File: config.mk
export PLATFORM = sky130hd
export DESIGN_NAME = pinto_frame_ctrl
export DESIGN_NICKNAME = d
export VERILOG_FILES = /design/src/rtl/pinto_frame_ctrl.sv
export SDC_FILE = /design/constraint.sdc
export NUM_CORES = 1
export LEC_CHECK = 0
export BUFFER_PORTS_ARGS = -buffer_cell sky130_fd_sc_hd__buf_2
export CAP_MARGIN = 20
export CORE_MARGIN = 2
export CORE_UTILIZATION = 50
export CTS_BUF_LIST = sky130_fd_sc_hd__clkbuf_8 sky130_fd_sc_hd__clkbuf_16
export CTS_CLUSTER_DIAMETER = 150
export CTS_CLUSTER_SIZE = 12
export DETAILED_ROUTE_END_ITERATION = 8
export GPL_TIMING_DRIVEN = 0
export HOLD_SLACK_MARGIN = 0.05
export PLACE_DENSITY = 0.75
export SYNTH_ARGS = -nofsm -noshare
export SYNTH_HDL_FRONTEND = slang
export SYNTH_SLANG_ARGS = --single-unit
File: constraint.sdc
create_clock -name HCLK -period 3.9 [get_ports HCLK]
set_clock_uncertainty 0.1 [all_clocks]
set_input_delay 0.195 -clock HCLK [delete_from_list [all_inputs] [get_ports HCLK]]
set_output_delay 0.195 -clock HCLK [all_outputs]
set_load 0.01 [all_outputs]
File: src/rtl/pinto_frame_ctrl.sv
// pinto_frame_ctrl: frame sequencer between the PINTO enable register and the
// PINTO datapath. Gates a pixel stream through a one-entry output register,
// tags first-of-frame / end-of-line / end-of-frame, and counts finished frames.
//
//   state    | meaning
//   ---------+-------------------------------------------------------------
//   ST_IDLE  | waiting for PINTO_en, no pixels accepted
//   ST_RUN   | accepting pixels of the current frame
//   ST_DRAIN | last pixel accepted, waiting for it to leave the output reg
//
// Once a frame has started it always runs to completion; PINTO_en is only
// looked at when leaving IDLE and when leaving DRAIN.

module pinto_frame_ctrl #(
    parameter int DW    = 8,
    parameter int H_ACT = 640,
    parameter int V_ACT = 480,
    parameter int XW    = 10,
    parameter int YW    = 9,
    parameter int CNT_W = 16
) (
    input  logic             HCLK,
    input  logic             HRESET,
    input  logic             PINTO_en,
    input  logic             s_valid,
    input  logic [DW-1:0]    s_data,
    output logic             s_ready,
    output logic             m_valid,
    output logic [DW-1:0]    m_data,
    output logic             m_sof,
    output logic             m_eol,
    output logic             m_eof,
    input  logic             m_ready,
    output logic             busy,
    output logic             frame_done,
    output logic [CNT_W-1:0] frame_cnt
);

    localparam logic [1:0] ST_IDLE  = 2'd0;
    localparam logic [1:0] ST_RUN   = 2'd1;
    localparam logic [1:0] ST_DRAIN = 2'd2;

    localparam logic [XW-1:0]    X_LAST  = XW'(H_ACT - 1);
    localparam logic [YW-1:0]    Y_LAST  = YW'(V_ACT - 1);
    localparam logic [XW-1:0]    X_ONE   = XW'(1);
    localparam logic [YW-1:0]    Y_ONE   = YW'(1);
    localparam logic [CNT_W-1:0] CNT_ONE = CNT_W'(1);

    logic [1:0]    state;
    logic [1:0]    state_nxt;
    logic [XW-1:0] x;
    logic [YW-1:0] y;
    logic          in_xfer;
    logic          out_xfer;
    logic          x_last;
    logic          y_last;
    logic          eof_taken;

    // Input accept is combinational from m_ready so a stalled output blocks
    // the input in the same cycle.
    assign s_ready   = (state == ST_RUN) & (~m_valid | m_ready);
    assign busy      = (state != ST_IDLE);
    assign in_xfer   = s_valid & s_ready;
    assign out_xfer  = m_valid & m_ready;
    assign x_last    = (x == X_LAST);
    assign y_last    = (y == Y_LAST);
    assign eof_taken = (state == ST_DRAIN) & out_xfer & m_eof;

    // Next-state decode.
    always_comb begin
        state_nxt = state;
        case (state)
            ST_IDLE: begin
                if (PINTO_en) state_nxt = ST_RUN;
            end
            ST_RUN: begin
                if (in_xfer && x_last && y_last) state_nxt = ST_DRAIN;
            end
            ST_DRAIN: begin
                if (eof_taken) state_nxt = PINTO_en ? ST_RUN : ST_IDLE;
            end
            default: state_nxt = ST_IDLE;
        endcase
    end

    // State register.
    always_ff @(posedge HCLK) begin
        if (HRESET) state <= ST_IDLE;
        else        state <= state_nxt;
    end

    // Column/line counters; the final pixel of a frame wraps both to zero.
    always_ff @(posedge HCLK) begin
        if (HRESET) begin
            x <= '0;
            y <= '0;
        end else if (in_xfer) begin
            if (x_last) begin
                x <= '0;
                y <= y_last ? '0 : y + Y_ONE;
            end else begin
                x <= x + X_ONE;
            end
        end
    end

    // One-entry output register; markers come from the pre-increment counters.
    always_ff @(posedge HCLK) begin
        if (HRESET) begin
            m_valid <= 1'b0;
            m_data  <= '0;
            m_sof   <= 1'b0;
            m_eol   <= 1'b0;
            m_eof   <= 1'b0;
        end else if (in_xfer) begin
            m_valid <= 1'b1;
            m_data  <= s_data;
            m_sof   <= (x == '0) & (y == '0);
            m_eol   <= x_last;
            m_eof   <= x_last & y_last;
        end else if (out_xfer) begin
            m_valid <= 1'b0;
        end
    end

    // Frame completion pulse and wrapping frame counter.
    always_ff @(posedge HCLK) begin
        if (HRESET) begin
            frame_done <= 1'b0;
            frame_cnt  <= '0;
        end else begin
            frame_done <= eof_taken;
            if (eof_taken) frame_cnt <= frame_cnt + CNT_ONE;
        end
    end

endmodule

After elaboration in Yosys (flattened, before gate mapping)
Index checks and enable logic that the tools add are counted.
- add/sub/neg operators: 3
- multiply operators: 0
- div/mod/pow operators: 0
- order comparisons: 0
- equal/unequal tests: 7
- shift operators: 0
- mux-type cells: 9
- bitwise operators: 9
- reduce and logical (&&, ||, !) cells: 9
- operators by type and width (kind ; count):
    16-bit by 1-bit adder with 16-bit output, second input constant ; 1
    10-bit by 1-bit adder with 10-bit output, second input constant ; 1
    10-bit equality test, second input constant ; 1
    10-bit logical NOT ; 1
    10-bit 2-to-1 mux ; 1
    9-bit by 1-bit adder with 9-bit output, second input constant ; 1
    9-bit equality test, second input constant ; 1
    9-bit logical NOT ; 1
    9-bit 2-to-1 mux ; 1
    1-bit bitwise AND ; 7
    2-bit 2-to-1 mux ; 3
    2-bit one-hot mux with 3 select lines ; 1
    2-bit != test, second input constant ; 2
    2-bit nonzero test ; 2
    1-bit 2-to-1 mux ; 3
    3-bit AND reduction ; 1
    2-bit by 1-bit equality test with 1-bit output, second input constant ; 1
    2-bit equality test, second input constant ; 1
    1-bit logical AND ; 2
    2-bit logical NOT ; 1
    2-bit by 1-bit != test with 1-bit output, second input constant ; 1
    2-bit AND reduction ; 1
    1-bit NOT ; 1
    1-bit bitwise OR ; 1
- register bits after elaboration: 50
- latch bits: 0
- memory bits (writable): 0
- memory bits (read-only): 0
- output and inout port bits: 31
- logic and storage cells: 47
- memories: 0

Depth between registers and ports, before layout
Gate-level depths: netlist of run 1.
- word-level depth: 8
- depth in mapped cells: 6

Worst setup path after synthesis of run 1
No wires, ideal clock.
- path type: reg-to-reg
- start point: register x[0]
- end point: register y[4]
- setup time: 123 ps
- data arrival time: 1726 ps
- data required time: 3677 ps
- setup slack: 1950 ps
- cell stages (with the launch flop): 7
- path through: dfxtp_1 > ha_1 > nand4_1 > or3_1 > clkbuf_1 > nor4_1 > mux2_1
- cells in the longest elaborated chain, start to end: 2
- RTL lines (what ; line ; RTL):
    start: declaration ; 51 ; logic [XW-1:0] x;
    start signal: assignment ; 102 ; x <= x + X_ONE;
    10-bit equality test ; 65 ; assign x_last = (x == X_LAST);
    2-bit AND reduction (no source line) ; n/a ;
    end signal: assignment ; 100 ; y <= y_last ? '0 : y + Y_ONE;
    end: declaration ; 52 ; logic [YW-1:0] y;
No other way between the ends.
A chain may end at the register's enable or synchronous reset.

Final worst setup path of run 1
Ends and elaborated chain as after synthesis.

==> flow_summary.toml, run 1 <==
[run_status]
outcome = "finished clean"

[route]
num_vias = 2221
drt-total-wl_um = 5740
wire_per_inst_um = 14.6
postRouteAntennaNets = 0
drc = 0
dr.first_iter.drc_count = 200
viasPerCell = 5.65
drt_pass1_iterations = 4

[floorplan]
ios = 44
coreArea_mm2 = 0.00441
num_rows = 24
dieArea_mm2 = 0.00523
die_y_um = 72.4
fp.dieW_um = 72.4
start_util = 0.529

[clock_tree]
cts.sinks = 50
clk_latency_ns = 0.30
htree_levels = 2
cts_tree = "done"
numCtsBuffers = 5
root_buffer = "clkbuf_8"
cts_buffer_depth = 2
cts_setup_buffers = 0
clk_pin_slew_ns = 0.09

[placement]
port_buffers = 43
place_inst = 378
hpwl_um = 4030
gp_congestion = 0.914

[grt]
grt_pass1_wl_um = 9770
overflow = 0
track_usage = 0.235
grt_start_max_net_pins = 15
grt_pass1_vias = 2101
antenna_found_initial = 0

[worst_setup_path]
critPathLaunch = "x[0]$_SDFFE_PP0P_"
required_ns = 3.99
reg2reg_from = "x[0]$_SDFFE_PP0P_"
worstSetupEndpointType = "flop"
arrival_ns = 2.37
worstRegToRegCells = 6
cp-start-kind = "flop"
crit_end = "y[4]$_SDFFE_PP0P_"
critPathKind = "flop to flop"
critPathMaxFanout = 8
r2r-end = "y[4]$_SDFFE_PP0P_"
r2r_setup_slack_ns = 1.62

[final_layout]
multi_input_area_mm2 = 0.00125
syn2layout_area_growth_pct = 20.2
n_antenna_cell = 0
fill_cells = 392
drive_above_1_share = 0.155
regArea_mm2 = 0.00100
finalNonFillerCells = 393
fin_nets = 359

[synthesis]
ys.flop_type = "dfxtp_1"
post-synth-top-area-cell = "dfxtp_1"
netlist_top_cells_count = "50 x dfxtp_1, 35 x nand2_1, 33 x a21oi_1"
synth_area_mm2 = 0.00234
synthArstFlopShare = 0
yosysSeqAreaShare = 0.428
syn_area_per_cell_um2 = 8.25
ys_warn_count = 0
ys_ff_latch = 50
syn_inst = 283
synth-edff-count = 0
synthTopCellsByArea = "dfxtp_1 43%, a21oi_1 7.1%, nand2_1 5.6%, xnor2_1 4.1%, or3_1 3.2%"
synth_top_area_share = 0.428
syn-num-nets = 301
synth.distinct_cells = 35
yosysMostFrequentCell = "dfxtp_1"

[run]
maxCapViolCount = 0

[power_and_ir_drop]
peakVddDrop_mv = 0.277
pwr-share-comb = 0.062
p_switching_mw = 0.206
power_density_mw_per_mm2 = 339
swShare = 0.216
intPower_mw = 0.746
clockPowerShare = 0.390
leakagePower_nw = 1.07
pwr-share-seq = 0.548

[timing]
setup-violations-final = 0
slew_viol_final = 0
fmax_mhz = 438
layout_min_cycle_time_ns = 2.28
fin_crit_sh = 0.586
rsz0062_at_grt = "no"
tightest_slew_ns = 0.659
relSlewSlack = 0.557
final_hold_viol_count = 0
tns_ns = 0

[min_path]
hp-class = "input port to flop"
through the flow:
step           instance area (µm²)  utilization  hold slack, ns  power, mW  worst slack (ns)
6_report                      2810        0.636          0.0656      0.952              1.62
5_1_grt                       2810        0.636          0.0860      0.982              1.45
4_1_cts                       2810        0.636          0.0558      0.958              1.62
3_5_place_dp                  2620        0.593           0.344      0.586              1.64
3_3_place_gp                  2620        0.593           0.336      0.585              1.67
2_1_floorplan                 2340            -           0.231      0.563              1.95
area by class of cell:
type                            count  share of cell area
Sequential cell                    50               0.356
Clock buffer                        6              0.0294
Tap cell                           52              0.0232
Clock inverter                      1              0.0107
Inverter                           10              0.0134
Multi-Input combinational cell    212               0.447
Timing Repair Buffer               51               0.105
Buffer                             11              0.0151
cells by family after synthesis:
group | count (synthesis) | share of synthesized area
DFF | 50 | 0.428
AOI/OAI and AO/OA | 56 | 0.133
buffers and inverters | 21 | 0.0343
xor gates and xnor gates | 12 | 0.0450
muxes | 3 | 0.0134
and+or+nand+nor | 136 | 0.319
adders and majority gates | 5 | 0.0268
worst max-delay path, stage by stage (launching register included):
cell and delay [ns]:
dfxtp_1 0.40, ha_1 0.22, nand4_1 0.17, or3_1 0.37, clkbuf_1 0.21, nor4_1 0.35, mux2_1 0.35
routing by layer:
layer  wire, µm  global-route usage  vias to the layer above
li1           -                   -                     1135
met1       2640               0.313                     1007
met2       2680               0.379                       70
met3        325              0.0486                        9
met4         94              0.0755                        0
met5          0                   0                        -
cell usage in the layout, fill, tap and decap left out, drive strengths merged, types with 4 or more instances in the layout:
cell	count
buf	45
and3	6
nor4	8
dlygate4sd3	8
dfxtp	50
nand2	35
nand3	13
nor3	4
nand4	9
inv	10
xnor2	11
or3	12
nor2b	4
a21oi	33
o21ai	12
or4	10
nor2	18
clkbuf	15
o31ai	9
ha	5
timing repair:
item	in CTS	in global routing
gates resized for setup	0	0
hold buffers	8	0
endpoints found under the hold margin	8	0
how the worst min path moves through the flow:
stage	startpoint	endpoint	slack [ns]	cells past startpoint
finish	PINTO_en	state[0]$_SDFFE_PP0P_	0.07	3
global route	PINTO_en	state[0]$_SDFFE_PP0P_	0.09	3
CTS	PINTO_en	state[0]$_SDFFE_PP0P_	0.06	3
detailed placement	s_data[1]	m_data[1]$_SDFFE_PP0P_	0.34	3
global placement	s_data[2]	m_data[2]$_SDFFE_PP0P_	0.34	3
floorplan	s_data[0]	m_data[0]$_SDFFE_PP0P_	0.23	2
registers in the layout, summed over array words and instances, names as in the netlist:
register	flops
frame_cnt	16
x	10
y	9
m_data	8
state	2
frame_done	1
m_eof	1
m_eol	1
m_sof	1
m_valid	1
power by group through the flow:
stage | Clock [mW] | Sequential [mW] | Combinational [mW]
floorplan | 0 | 0.535 | 0.0279
global placement | 0 | 0.533 | 0.0518
detailed placement | 0 | 0.533 | 0.0523
CTS | 0.378 | 0.521 | 0.0587
global route | 0.393 | 0.523 | 0.0668
finish | 0.371 | 0.522 | 0.0595
(Power assumes the default switching activity.)
==> run 2, diff against run 1 <==
CORE_UTILIZATION = 49   (was 50)
PLACE_DENSITY = 0.77   (was 0.75)
clock period = 1.92 ns   (was 3.9 ns; I/O delays follow)
==> flow_summary.toml, run 2 (synthesis gave the netlist of run 1 again) <==
[worst_setup_path]
cp-start-kind = "flop"
required_ns = 2.07
worstPathCellList = "nand4b_4, or4_4, or4_4, a21oi_2"
reg2reg_from = "state[0]$_SDFFE_PP0P_"
critPathKind = "flop to flop"
max_stage_delay_ns = 0.55
r2r-end = "frame_cnt[15]$_SDFFE_PP0P_"
critPathMaxFanout = 10
cpMostUsedCell = "or4_4"
worstSetupEndpointType = "flop"
arrival_ns = 2.02
r2r_setup_slack_ns = 0.05
worstRegToRegCells = 4
slowest_stage = "or4_4"

[route]
dr.first_iter.drc_count = 102
viasPerCell = 5.70
drt-total-wl_um = 5770
drt_pass1_iterations = 4
postRouteAntennaNets = 0
drc = 0
num_vias = 2284
wire_per_inst_um = 14.4

[power_and_ir_drop]
power_density_mw_per_mm2 = 690
peakVddDrop_mv = 0.568
finalPower_mw = 2.08
leakagePower_nw = 1.15

[final_layout]
layout_commonest_cell = "buf_2"
final_cell_area_mm2 = 0.00302
final_util = 0.647
drive_above_1_share = 0.265
top_regs = "frame_cnt (16), x (10), y (9)"
syn2layout_area_growth_pct = 29.1
layout_common_cells = "44 x buf_2, 38 x dfxtp_1, 33 x nand2_1"
largest_reg_flops = 16
n_antenna_cell = 0
fin_nets = 364
regMostFlops = "frame_cnt"

[min_path]
min_to = "x[2]$_SDFFE_PP0P_"
hp-class = "input port to flop"
holdCritStartpoint = "s_valid"
holdPathStages = 4

[floorplan]
fp.dieW_um = 73.0
ios = 44
dieArea_mm2 = 0.00534
start_util = 0.501
num_rows = 25
coreArea_mm2 = 0.00466
die_y_um = 73.0

[timing]
setup-violations-final = 0
relSlewSlack = 0.651
rsz0062_at_grt = "no"
worst_slack_ns = 0.0543
tightest_slew_ns = 0.523
slew_viol_final = 0
fin_crit_sh = 0.972
tns_ns = 0
layout_min_cycle_time_ns = 1.87
final_hold_viol_count = 0
fmax_mhz = 536

[run]
maxCapViolCount = 0

[clock_tree]
clk_latency_ns = 0.31
root_buffer = "clkbuf_8"
htree_levels = 2
numCtsBuffers = 5
cts_buffer_depth = 2
clk_pin_slew_ns = 0.10
cts.sinks = 50
cts_tree = "done"

[grt]
overflow = 0
track_usage = 0.217
grt_start_max_net_pins = 17
grt_pass1_wl_um = 9000
grt_pass1_vias = 2002
antenna_found_initial = 0

[placement]
gp_congestion = 0.937
dpl_cell_area_mm2 = 0.00262
port_buffers = 43
pre_cts_slack_ns = -0.262
hpwl_um = 3820

[run_status]
outcome = "finished clean"
-- run 2: power breakdown --
part	total, mW	internal, mW	switching, mW
sequential	1.06	1.05	0.0105
combinational	0.132	0.0575	0.0747
clock	0.891	0.522	0.369
total	2.08	1.63	0.455
-- run 2: repair_timing --
item / 4_1_cts / 5_1_grt
endpoints found under the setup margin: 28 / 14
hold endpoints to repair: 10 / 0
pin swaps: 4 / 3
resized for setup: 27 / 14
hold buffers: 10 / 0
buffers inserted: 7 / 0
-- run 2: layout make-up --
cell class,instances,area (µm²)
sequential,50,1020
inverter,10,37.5
fill,400,1650
clock buffer,5,68.8
clock inverter,3,68.8
tap,54,67.6
multi-input combinational,212,1350
buffer,7,28.8
timing repair buffer,60,368
-- run 2: worst max path at each step --
stage / startpoint / end / slack [ns] / cells past startpoint
after CTS: frame_cnt[4]$_SDFFE_PP0P_ / frame_cnt[15]$_SDFFE_PP0P_ / 0.006 / 5
after floorplan: m_eof$_SDFFE_PP0P_ / frame_cnt[15]$_SDFFE_PP0P_ / 0.009 / 5
after global placement: x[0]$_SDFFE_PP0P_ / x[0]$_SDFFE_PP0P_ / -0.24 / 6
final: state[0]$_SDFFE_PP0P_ / frame_cnt[15]$_SDFFE_PP0P_ / 0.05 / 4
after detailed placement: x[0]$_SDFFE_PP0P_ / x[0]$_SDFFE_PP0P_ / -0.26 / 6
after global routing: x[2]$_SDFFE_PP0P_ / m_eof$_SDFFE_PP0P_ / 0.002 / 4
-- run 2: through the flow --
stage                     std cells  hold slack (ns)
final                           401            0.102
after detailed placement        380            0.241
after global routing            401            0.139
after CTS                       402           0.0963
after global placement          380            0.238
after floorplan                 283            0.132
-- run 2: worst max-delay path: cells and delay by family (launching register included) --
family           cells  cell delay [ns]
flip-flops           1             0.38
AND/OR/NAND/NOR      3             1.17
AO/OA/AOI/OAI        1             0.15
-- run 2: metal layers --
metal / routed length, µm / global-route usage / vias up / part of all wire
met5: 0 / 0 / - / 0
met4: 107 / 0.0926 / 0 / 0.019
met3: 298 / 0.0511 / 11 / 0.052
met2: 2730 / 0.346 / 71 / 0.47
met1: 2630 / 0.279 / 1056 / 0.46
li1: - / - / 1146 / -
==> run 3, diff against run 2 <==
CORE_MARGIN = 5   (was 2)
==> flow_summary.toml, run 3 (synthesis gave the netlist of run 1 again) <==
[run_status]
outcome = "finished clean"

[worst_setup_path]
worstSetupEndpointType = "flop"
slowest_stage = "or3_4"
cp-start-kind = "flop"
crit_buf_inv = 1
reg2reg_from = "m_valid$_SDFFE_PP0P_"
worstRegToRegCells = 5
arrival_ns = 2.02
required_ns = 2.06
worstPathCellList = "buf_4, nor2b_2, or3_4, or4_1, a21oi_2"
r2r-end = "y[2]$_SDFFE_PP0P_"
r2r_setup_slack_ns = 0.04
max_stage_delay_ns = 0.43
cp_top_family = "simple AND/OR/NAND/NOR gates"
critPathKind = "flop to flop"
critPathMaxFanout = 5

[final_layout]
syn2layout_area_growth_pct = 30.2
top_regs = "frame_cnt (16), x (10), y (9)"
regMostFlops = "frame_cnt"
drive_above_1_share = 0.302
final_util = 0.653
fin_nets = 365
largest_reg_flops = 16
finalNonFillerCells = 402
layout_common_cells = "44 x buf_2, 34 x dfxtp_1, 32 x nand2_1"
n_antenna_cell = 0
layout_commonest_cell = "buf_2"

[floorplan]
die_y_um = 79.0
num_rows = 25
fp.dieW_um = 79.0
coreArea_mm2 = 0.00466
start_util = 0.501
dieArea_mm2 = 0.00625
ios = 44

[route]
viasPerCell = 5.69
num_vias = 2289
postRouteAntennaNets = 0
dr_wl_met3_um = 320
wl_met1_um = 2620
top_layer = "met4"
drt-total-wl_um = 6020
wire_per_inst_um = 15.0
drt_pass1_iterations = 4
wl_met2_um = 2970
dr.first_iter.drc_count = 101
drc = 0

[clock_tree]
cts_tree = "done"
cts_buffer_depth = 2
root_buffer = "clkbuf_8"
clk_latency_ns = 0.32
htree_levels = 2
clk_pin_slew_ns = 0.10
cts.sinks = 50
numCtsBuffers = 5

[power_and_ir_drop]
power_density_mw_per_mm2 = 645
pwr-share-seq = 0.539
pwr-share-comb = 0.071
peakVddDrop_mv = 0.544
p_switching_mw = 0.463
clockPowerShare = 0.390
swShare = 0.236
intPower_mw = 1.50
leakagePower_nw = 1.18

[timing]
worst_slack_ns = 0.0410
fin_crit_sh = 0.979
fmax_mhz = 532
setup-violations-final = 0
layout_min_cycle_time_ns = 1.88
tightest_slew_ns = 0.529
final_hold_viol_count = 0
timing.hold.ws_ns = 0.0981
slew_viol_final = 0
tns_ns = 0
relSlewSlack = 0.648

[placement]
port_buffers = 43
place_inst = 380
hpwl_um = 3970
gp_congestion = 0.924
pre_cts_slack_ns = -0.228

[min_path]
min_to = "x[2]$_SDFFE_PP0P_"
holdCritStartpoint = "s_valid"
hp-class = "input port to flop"
holdPathStages = 4

[grt]
overflow = 0
track_usage = 0.200
grt_pass1_wl_um = 10000
grt_pass1_vias = 2197
antenna_found_initial = 0
grt_start_max_net_pins = 17

[run]
maxCapViolCount = 0
## run 3: metal layers
metal,up-vias,global-route usage
met4,0,0.0670
li1,1146,-
met1,1067,0.251
met5,-,0
met3,11,0.0442
met2,65,0.338
## run 3: final cells by class
| class | count | area [µm²] |
|---|---|---|
| multi-input cells | 212 | 1390 |
| flip-flops and latches | 50 | 1030 |
| clock buffers | 5 | 68.8 |
| well taps | 54 | 67.6 |
| inverters | 10 | 37.5 |
| fillers | 382 | 1620 |
| plain buffers | 7 | 28.8 |
| repair buffers | 61 | 375 |
| clock inverters | 3 | 43.8 |
## run 3: repair_timing
| item | 4_1_cts | 5_1_grt |
|---|---|---|
| endpoints found under the setup margin | 29 | 16 |
| endpoints found under the hold margin | 10 | 0 |
| setup buffers | 7 | 1 |
| pin swaps | 3 | 6 |
| gates resized for setup | 26 | 28 |
| hold buffers | 10 | 0 |
## run 3: per-stage QoR
stage / cell area, µm² / total power [mW]
after floorplan: 2340 / 1.14
after global placement: 2620 / 1.19
after detailed placement: 2620 / 1.19
after CTS: 2950 / 1.96
after global routing: 3040 / 2.03
final: 3040 / 1.96
## run 3: worst max-delay path by stage
stage | from | to | slack, ns | cells after the start
2_1_floorplan | m_eof$_SDFFE_PP0P_ | frame_cnt[15]$_SDFFE_PP0P_ | 0.009 | 5
3_3_place_gp | x[0]$_SDFFE_PP0P_ | y[4]$_SDFFE_PP0P_ | -0.20 | 6
3_5_place_dp | x[0]$_SDFFE_PP0P_ | x[4]$_SDFFE_PP0P_ | -0.23 | 6
4_1_cts | m_valid$_SDFFE_PP0P_ | y[3]$_SDFFE_PP0P_ | 0.01 | 5
5_1_grt | m_valid$_SDFFE_PP0P_ | y[2]$_SDFFE_PP0P_ | -0.006 | 5
6_report | m_valid$_SDFFE_PP0P_ | y[2]$_SDFFE_PP0P_ | 0.04 | 5
## run 3: power by group through the flow
stage	Clock, mW	Combinational, mW	Sequential (mW)
final	0.765	0.138	1.06
after global routing	0.816	0.152	1.06
after CTS	0.773	0.132	1.06
after detailed placement	0	0.106	1.08
after global placement	0	0.106	1.08
after floorplan	0	0.0566	1.09
## run 3: tightest hold or removal path, cell delays in order
cell	delay, ns
buf_2	0.14
nand4_1	0.11
xnor2_1	0.06
nor2_1	0.07
